**src/rtl/store_data_packer_pkg.sv**
```systemverilog
`default_nettype none
// ============================================================================
// Module  : store_pkg
// Purpose : Shared types and constants for the MEM-stage store packer:
//           store-size encodings, byte-enable patterns, the buffered store
//           entry record and the alignment check used at acceptance.
// Ports   : none (package)
// Revision: 1.0 - initial release
// ============================================================================
package store_pkg;

  // Store size as presented by the MEM stage (st_size).
  typedef enum logic [1:0] {
    SZ_BYTE = 2'b00,
    SZ_HALF = 2'b01,
    SZ_WORD = 2'b10,
    SZ_RSVD = 2'b11
  } store_size_e;

  // Byte-enable patterns; bit i enables byte lane i (little-endian).
  localparam logic [3:0] BE_BYTE0   = 4'b0001;
  localparam logic [3:0] BE_HALF_LO = 4'b0011;
  localparam logic [3:0] BE_HALF_HI = 4'b1100;
  localparam logic [3:0] BE_WORD    = 4'b1111;

  // Entry address field is sized for the widest supported byte address;
  // narrower ADDR_W configurations zero-extend into it.
  localparam int ENTRY_ADDR_W = 32;

  typedef struct packed {
    logic [ENTRY_ADDR_W-1:0] addr;   // word-aligned address
    logic [31:0]             wdata;  // lane-replicated write data
    logic [3:0]              be;     // byte enables
  } store_entry_t;

  // A store is misaligned when its natural alignment is violated, or when
  // the size field carries the reserved encoding.
  function automatic logic is_misaligned(input store_size_e size,
                                         input logic [1:0]  addr_lo);
    logic result;
    result = 1'b1;
    case (size)
      SZ_BYTE: result = 1'b0;
      SZ_HALF: result = addr_lo[0];
      SZ_WORD: result = (addr_lo != 2'b00);
      SZ_RSVD: result = 1'b1;
      default: result = 1'b1;
    endcase
    return result;
  endfunction

endpackage
`default_nettype wire

```
**src/rtl/store_data_packer_fifo.sv**
```systemverilog
`default_nettype none
// ============================================================================
// Module  : store_fifo
// Purpose : Synchronous FIFO of store_entry_t records for the store buffer.
//           The head entry is read straight from the storage registers, so
//           it is stable while the entry waits to be popped.
// Ports   : clk, rst          - clock, asynchronous active-high reset
//           push_i, entry_i   - enqueue request and record (ignored if full)
//           pop_i             - dequeue request (ignored if empty)
//           head_o            - oldest buffered record
//           full_o, empty_o   - occupancy flags
// Params  : DEPTH - number of entries, power of two, at least 2
// Revision: 1.0 - initial release
// ============================================================================
module store_fifo
  import store_pkg::*;
#(
  parameter int DEPTH = 2
) (
  input  logic         clk,
  input  logic         rst,
  input  logic         push_i,
  input  store_entry_t entry_i,
  input  logic         pop_i,
  output store_entry_t head_o,
  output logic         full_o,
  output logic         empty_o
);

  localparam int PTR_W = (DEPTH > 1) ? $clog2(DEPTH) : 1;
  localparam int CNT_W = $clog2(DEPTH) + 1;

  store_entry_t     mem_q [DEPTH];
  logic [PTR_W-1:0] wr_ptr_q, wr_ptr_d;
  logic [PTR_W-1:0] rd_ptr_q, rd_ptr_d;
  logic [CNT_W-1:0] count_q, count_d;

  logic w_push;
  logic w_pop;

  assign full_o  = (count_q == CNT_W'(DEPTH));
  assign empty_o = (count_q == '0);

  // Guard against overflow/underflow so the caller cannot corrupt state.
  assign w_push = push_i && !full_o;
  assign w_pop  = pop_i  && !empty_o;

  assign head_o = mem_q[rd_ptr_q];

  // Pointers wrap naturally because DEPTH is a power of two; the count
  // carries one extra bit to tell full from empty.
  always_comb begin
    wr_ptr_d = wr_ptr_q;
    rd_ptr_d = rd_ptr_q;
    count_d  = count_q;
    if (w_push) begin
      wr_ptr_d = wr_ptr_q + PTR_W'(1);
    end
    if (w_pop) begin
      rd_ptr_d = rd_ptr_q + PTR_W'(1);
    end
    case ({w_push, w_pop})
      2'b10:   count_d = count_q + CNT_W'(1);
      2'b01:   count_d = count_q - CNT_W'(1);
      default: count_d = count_q;
    endcase
  end

  always_ff @(posedge clk or posedge rst) begin
    if (rst) begin
      wr_ptr_q <= '0;
      rd_ptr_q <= '0;
      count_q  <= '0;
    end else begin
      wr_ptr_q <= wr_ptr_d;
      rd_ptr_q <= rd_ptr_d;
      count_q  <= count_d;
    end
  end

  // Storage is cleared on reset so the memory-side outputs read zero.
  always_ff @(posedge clk or posedge rst) begin
    if (rst) begin
      for (int i = 0; i < DEPTH; i++) begin
        mem_q[i] <= '0;
      end
    end else if (w_push) begin
      mem_q[wr_ptr_q] <= entry_i;
    end
  end

endmodule
`default_nettype wire

```
**src/rtl/store_data_packer.sv**
```systemverilog
`default_nettype none
// ============================================================================
// Module  : store_data_packer
// Purpose : MEM-stage store path. Packs a register value into word-aligned,
//           lane-replicated write data plus byte enables (SB/SH/SW),
//           buffers packed stores in a small FIFO and hands them to data
//           memory over a valid/ready handshake. Misaligned or reserved-size
//           stores are consumed but dropped and reported via misalign and
//           bad_addr. The pipeline is stalled while the buffer is full.
// Ports   : clk, rst                   - clock, asynchronous active-high reset
//           st_valid/st_ready          - store handshake from MEM stage
//           st_addr, st_data, st_size  - byte address, rt value, size code
//           stall                      - st_valid && !st_ready
//           misalign, bad_addr         - error pulse and held fault address
//           mem_valid/mem_ready        - handshake toward data memory
//           mem_addr, mem_wdata, mem_be- head-of-buffer store
//           stores_done, misalign_cnt  - statistics (STORE_PACK_STATS_EN)
// Params  : DEPTH  - store-buffer entries (power of two, >= 2)
//           ADDR_W - byte-address width (2..32)
// Config  : STORE_PACK_STATS_EN - adds drain and misalign counters
// Revision: 1.0 - initial release
// ============================================================================
module store_data_packer
  import store_pkg::*;
#(
  parameter int DEPTH  = 2,
  parameter int ADDR_W = 32
) (
  input  logic              clk,
  input  logic              rst,
  input  logic              st_valid,
  output logic              st_ready,
  input  logic [ADDR_W-1:0] st_addr,
  input  logic [31:0]       st_data,
  input  logic [1:0]        st_size,
  output logic              stall,
  output logic              misalign,
  output logic [ADDR_W-1:0] bad_addr,
  output logic              mem_valid,
  input  logic              mem_ready,
  output logic [ADDR_W-1:0] mem_addr,
  output logic [31:0]       mem_wdata,
  output logic [3:0]        mem_be
`ifdef STORE_PACK_STATS_EN
  ,
  output logic [15:0]       stores_done,
  output logic [7:0]        misalign_cnt
`endif
);

  // --------------------------------------------------------------------------
  // Acceptance and alignment
  // --------------------------------------------------------------------------
  store_size_e  w_size;
  logic         w_accept;
  logic         w_bad;
  logic         w_push;
  logic         w_pop;
  logic         w_full;
  logic         w_empty;
  logic [31:0]  w_wdata;
  logic [3:0]   w_be;
  store_entry_t w_entry;
  store_entry_t w_head;

  logic              misalign_q, misalign_d;
  logic [ADDR_W-1:0] bad_addr_q, bad_addr_d;

  assign w_size   = store_size_e'(st_size);
  assign w_accept = st_valid && st_ready;
  assign w_bad    = is_misaligned(w_size, st_addr[1:0]);

  // Misaligned stores complete the handshake but never reach the buffer.
  assign w_push   = w_accept && !w_bad;

  // --------------------------------------------------------------------------
  // Packing: replicate the narrow datum across every lane it could occupy,
  // and let the byte enables select the lane(s) actually written.
  // --------------------------------------------------------------------------
  always_comb begin
    w_wdata = st_data;
    w_be    = BE_WORD;
    case (w_size)
      SZ_BYTE: begin
        w_wdata = {4{st_data[7:0]}};
        w_be    = BE_BYTE0 << st_addr[1:0];
      end
      SZ_HALF: begin
        w_wdata = {2{st_data[15:0]}};
        w_be    = st_addr[1] ? BE_HALF_HI : BE_HALF_LO;
      end
      SZ_WORD: begin
        w_wdata = st_data;
        w_be    = BE_WORD;
      end
      default: begin
        // Reserved size never enqueues; the packed value is irrelevant.
        w_wdata = st_data;
        w_be    = BE_WORD;
      end
    endcase
  end

  always_comb begin
    w_entry       = '0;
    w_entry.addr  = ENTRY_ADDR_W'({st_addr[ADDR_W-1:2], 2'b00});
    w_entry.wdata = w_wdata;
    w_entry.be    = w_be;
  end

  // --------------------------------------------------------------------------
  // Store buffer
  // --------------------------------------------------------------------------
  store_fifo #(
    .DEPTH (DEPTH)
  ) u_fifo (
    .clk     (clk),
    .rst     (rst),
    .push_i  (w_push),
    .entry_i (w_entry),
    .pop_i   (w_pop),
    .head_o  (w_head),
    .full_o  (w_full),
    .empty_o (w_empty)
  );

  // No pass-through when full: a drain in the same cycle frees the slot
  // only for the following cycle.
  assign st_ready  = !w_full;
  assign stall     = st_valid && !st_ready;

  assign mem_valid = !w_empty;
  assign w_pop     = mem_valid && mem_ready;
  assign mem_addr  = w_head.addr[ADDR_W-1:0];
  assign mem_wdata = w_head.wdata;
  assign mem_be    = w_head.be;

  // --------------------------------------------------------------------------
  // Misalignment reporting: a pulse per bad store, address held until the
  // next bad store.
  // --------------------------------------------------------------------------
  always_comb begin
    misalign_d = w_accept && w_bad;
    bad_addr_d = bad_addr_q;
    if (w_accept && w_bad) begin
      bad_addr_d = st_addr;
    end
  end

  always_ff @(posedge clk or posedge rst) begin
    if (rst) begin
      misalign_q <= 1'b0;
      bad_addr_q <= '0;
    end else begin
      misalign_q <= misalign_d;
      bad_addr_q <= bad_addr_d;
    end
  end

  assign misalign = misalign_q;
  assign bad_addr = bad_addr_q;

  // --------------------------------------------------------------------------
  // Optional statistics
  // --------------------------------------------------------------------------
`ifdef STORE_PACK_STATS_EN
  logic [15:0] stores_done_q, stores_done_d;
  logic [7:0]  misalign_cnt_q, misalign_cnt_d;

  always_comb begin
    stores_done_d  = stores_done_q;
    misalign_cnt_d = misalign_cnt_q;
    if (w_pop) begin
      // Wraps from 0xFFFF to 0.
      stores_done_d = stores_done_q + 16'd1;
    end
    if (w_accept && w_bad && (misalign_cnt_q != 8'hFF)) begin
      misalign_cnt_d = misalign_cnt_q + 8'd1;
    end
  end

  always_ff @(posedge clk or posedge rst) begin
    if (rst) begin
      stores_done_q  <= '0;
      misalign_cnt_q <= '0;
    end else begin
      stores_done_q  <= stores_done_d;
      misalign_cnt_q <= misalign_cnt_d;
    end
  end

  assign stores_done  = stores_done_q;
  assign misalign_cnt = misalign_cnt_q;
`endif

endmodule
`default_nettype wire

```
**config.mk**
```make
export PLATFORM = sky130hd
export DESIGN_NAME = store_data_packer
export DESIGN_NICKNAME = d
export VERILOG_FILES = /design/src/rtl/store_data_packer_pkg.sv /design/src/rtl/store_data_packer_fifo.sv /design/src/rtl/store_data_packer.sv
export SDC_FILE = /design/constraint.sdc
export NUM_CORES = 1
export LEC_CHECK = 0
export CORE_MARGIN = 4
export CORE_UTILIZATION = 45
export CTS_CLUSTER_SIZE = 28
export DETAILED_ROUTE_END_ITERATION = 6
export GPL_ROUTABILITY_DRIVEN = 0
export PLACE_DENSITY = 0.82
export RECOVER_POWER = 25
export REMOVE_ABC_BUFFERS = 1
export SYNTH_ARGS = -nofsm -noshare
export SYNTH_HDL_FRONTEND = slang
export SYNTH_HIERARCHICAL = 1
export SYNTH_SLANG_ARGS = --single-unit
```
**constraint.sdc**
```tcl
create_clock -name clk -period 6.8 [get_ports clk]
set_input_delay 2.04 -clock clk [delete_from_list [all_inputs] [get_ports clk]]
set_output_delay 2.04 -clock clk [all_outputs]
set_load 0.05 [all_outputs]
```
==> flow_summary.yaml <==
placement:
  place_ws_ns: 1.28
  io_buffers: 173
  dp_cells: 898
  dp_hpwl_um: 11600
finish:
  area_delta_synth_final_pct: 31.0
  antenna_cells: 0
  layout-drive-gt1-share_pct: 41.1
  instances_no_fill: 930
  multiInputGateArea_sq_um: 3360
  fillCellCount: 1311
  regArea_sq_um: 4330
  finalNetCount: 763
sta:
  grt_setup_unrepaired: "false"
  maxSlewViolCount: 34
  timing_hold_violations_final: 0
  fin_crit_ns: 5.53
  setup_slack_ns: 1.27
  max-slew-margin-rel_pct: -30.1
  tns_ns: 0
  post-route-period-util_pct: 81.3
  finClkSkew_ns: 0.0140
  fmax_mhz: 181
  worst_slew_pin_slew_ns: 1.95
  finalSetupViolCount: 0
cts:
  cts_tree: "built"
  cts_resized: 0
  cts.sinks: 173
  ctsHoldBuffers: 0
  htreeDepth: 4
  clk_pin_slew_ns: 0.06
  cts_buffers: 17
  root_buffer: "clkbuf_16"
  postCtsSetupRepairBufs: 0
  clkLatencyLatePin_ns: 0.42
  clock_path_buffers: 2
synthesis:
  yosysMostFrequentCell: "mux2_2"
  synth_top_cell_area_share_pct: 54.5
  synth.avg_cell_area_sq_um: 15.2
  yosys.area_share.simple_pct: 1.73
  syn_area_sq_um: 7940
  synth_ff_type: "dfrtp_1"
  ys_top_cells_by_area: "dfrtp_1 (55%), mux2_2 (31%), mux2_4 (5.7%)"
  netlist_instances: 521
  synth_edf_count: 0
  synthXorXnorAreaFrac_pct: 0.552
  synth_warnings: 6
  synth_compound_area_share_pct: 1.72
  ys_seq_area_share_pct: 54.5
  synth_top_family_by_area: "multiplexers"
  yosys_register_bits: 173
  synthAdderAreaFrac_pct: 0.158
  yosysUniqueCellTypes: 35
  async_flop_share_pct: 100
  yosysTopAreaCell: "dfrtp_1"
  yosys-top-cells-count: "mux2_2 (217), dfrtp_1 (173), mux2_4 (30)"
  synth_mux_area_share_pct: 37.9
worst_setup_path:
  cp_max_fo: 3
  cp.arrival_ns: 3.49
  cp-startpoint: "st_valid"
  crit_chain: "clkdlybuf4s50_1 > and2_1 > clkdlybuf4s50_1"
  cp_slowest_cell: "clkdlybuf4s50_1"
  path_common_cell: "clkdlybuf4s50_1"
  critPathLaunchType: "primary input"
  required_ns: 4.76
  critPathKind: "in -> out"
  worstSetupEndpointType: "output pin"
  crit_path_max_incr_delay_ns: 0.79
  reg2reg_from: "u_fifo/count_q[0]"
global_route:
  grt_pass1_wl_um: 29100
  grtUsageTotal_pct: 18.3
  grt_max_degree: 100
  overflow: 0
  antenna_found_initial: 0
  grt_pass1_vias: 5557
die:
  initial_utilization_pct: 45.9
  die_x_um: 141
  num_io_pins: 174
  core.rowCount: 48
  dieArea_sq_um: 19800
  die_h_um: 141
  coreArea_sq_um: 17300
flow_run:
  maxCapViolations: 1
route:
  postRouteAntennaNets: 0
  detail_route.first_pass.iterations: 4
  drcViolationCount: 0
  drt-vias-per-instance: 5.15
  avgRoutedWirePerCell_um: 18.6
  num_vias: 4786
  wl_um: 17300
  drt_iter0_drc: 145
min_path:
  hp-class: "reg -> reg"
  min-delay-start: "u_fifo/mem_q[68]"
status:
  outcome: "finished with violations"
  violations: "capacitance limit, slew limit"
-- cell type report --
| cell class | count | area share, % |
|---|---|---|
| clock buffer | 18 | 4.13 |
| inverter | 8 | 0.337 |
| sequential | 173 | 41.6 |
| multi-input combinational | 312 | 32.3 |
| clock inverter | 14 | 1.74 |
| timing repair buffer | 180 | 17.1 |
| tap | 225 | 2.71 |
-- placed cells by master, fill, tap and decap left out, types with 3 or more instances in the layout --
cell type and n:
conb_1 4, buf_4 6, xnor2_1 3, nor2_1 4, bufinv_16 3, inv_1 7, mux2i_1 8, mux2_4 30
mux2_2 217, clkbuf_16 17, clkdlybuf4s50_1 171, inv_6 5, nand2_1 11, dfrtp_1 172, mux2_1 3, o21ai_0 9
-- metal layers --
metal  vias to the layer above  global-route usage [%]  part of all wire [%]
met3                         8                    6.00                   5.5
met1                      2490                    22.4                    41
li1                       2183                       -                     -
met5                         -                       0                     0
met2                       105                    31.9                    53
met4                         0                    3.93                  0.59
-- registers in the layout, summed over array words and instances, names as in the netlist --
| register | cells |
|---|---|
| bad_addr | 32 |
| u_fifo/count_q | 2 |
| u_fifo/wr_ptr_q | 1 |
| misalign | 1 |
| u_fifo/mem_q | 136 |
| u_fifo/rd_ptr_q | 1 |
-- worst paths after layout --
check                      depth (start not counted)           endpoint  slack, ns
max                                                3              stall       1.27
min                                                1   u_fifo/mem_q[68]       0.50
max reg2reg                                        6  u_fifo/mem_q[107]       3.90
min reg2reg                                        1   u_fifo/mem_q[68]       0.50
max in group asynchronous                          3       bad_addr[16]       2.81
min in group asynchronous                          2  u_fifo/mem_q[123]       2.33
-- kinds of logic (layout without fill, tap and decap cells) --
| logic type | Yosys count | after routing |
|---|---|---|
| buffers and inverters | 39 | 220 |
| xor gates and xnor gates | 5 | 5 |
| AOI/OAI and AO/OA | 19 | 19 |
| other | 1 | 4 |
| adders and majority gates | 1 | 1 |
| and+or+nand+nor | 25 | 25 |
| DFF | 173 | 173 |
| muxes | 258 | 258 |
-- worst max-delay path: cells and delay by family --
kind                   cells  cell delay, ns
buffers and inverters      2            1.30
AND/OR/NAND/NOR            1            0.14
-- per-stage QoR --
stage	utilization (%)	instance area [sq um]	hold WS, ns
after floorplan	-	7710	0.460
after global placement	56.6	9790	0.471
after detailed placement	56.6	9790	0.481
after CTS	60.1	10400	0.496
after global routing	60.1	10400	0.519
final	60.1	10400	0.495
Power is not shown: default switching activity piles up to over one toggle a cycle in this logic, so the estimate is an artifact.
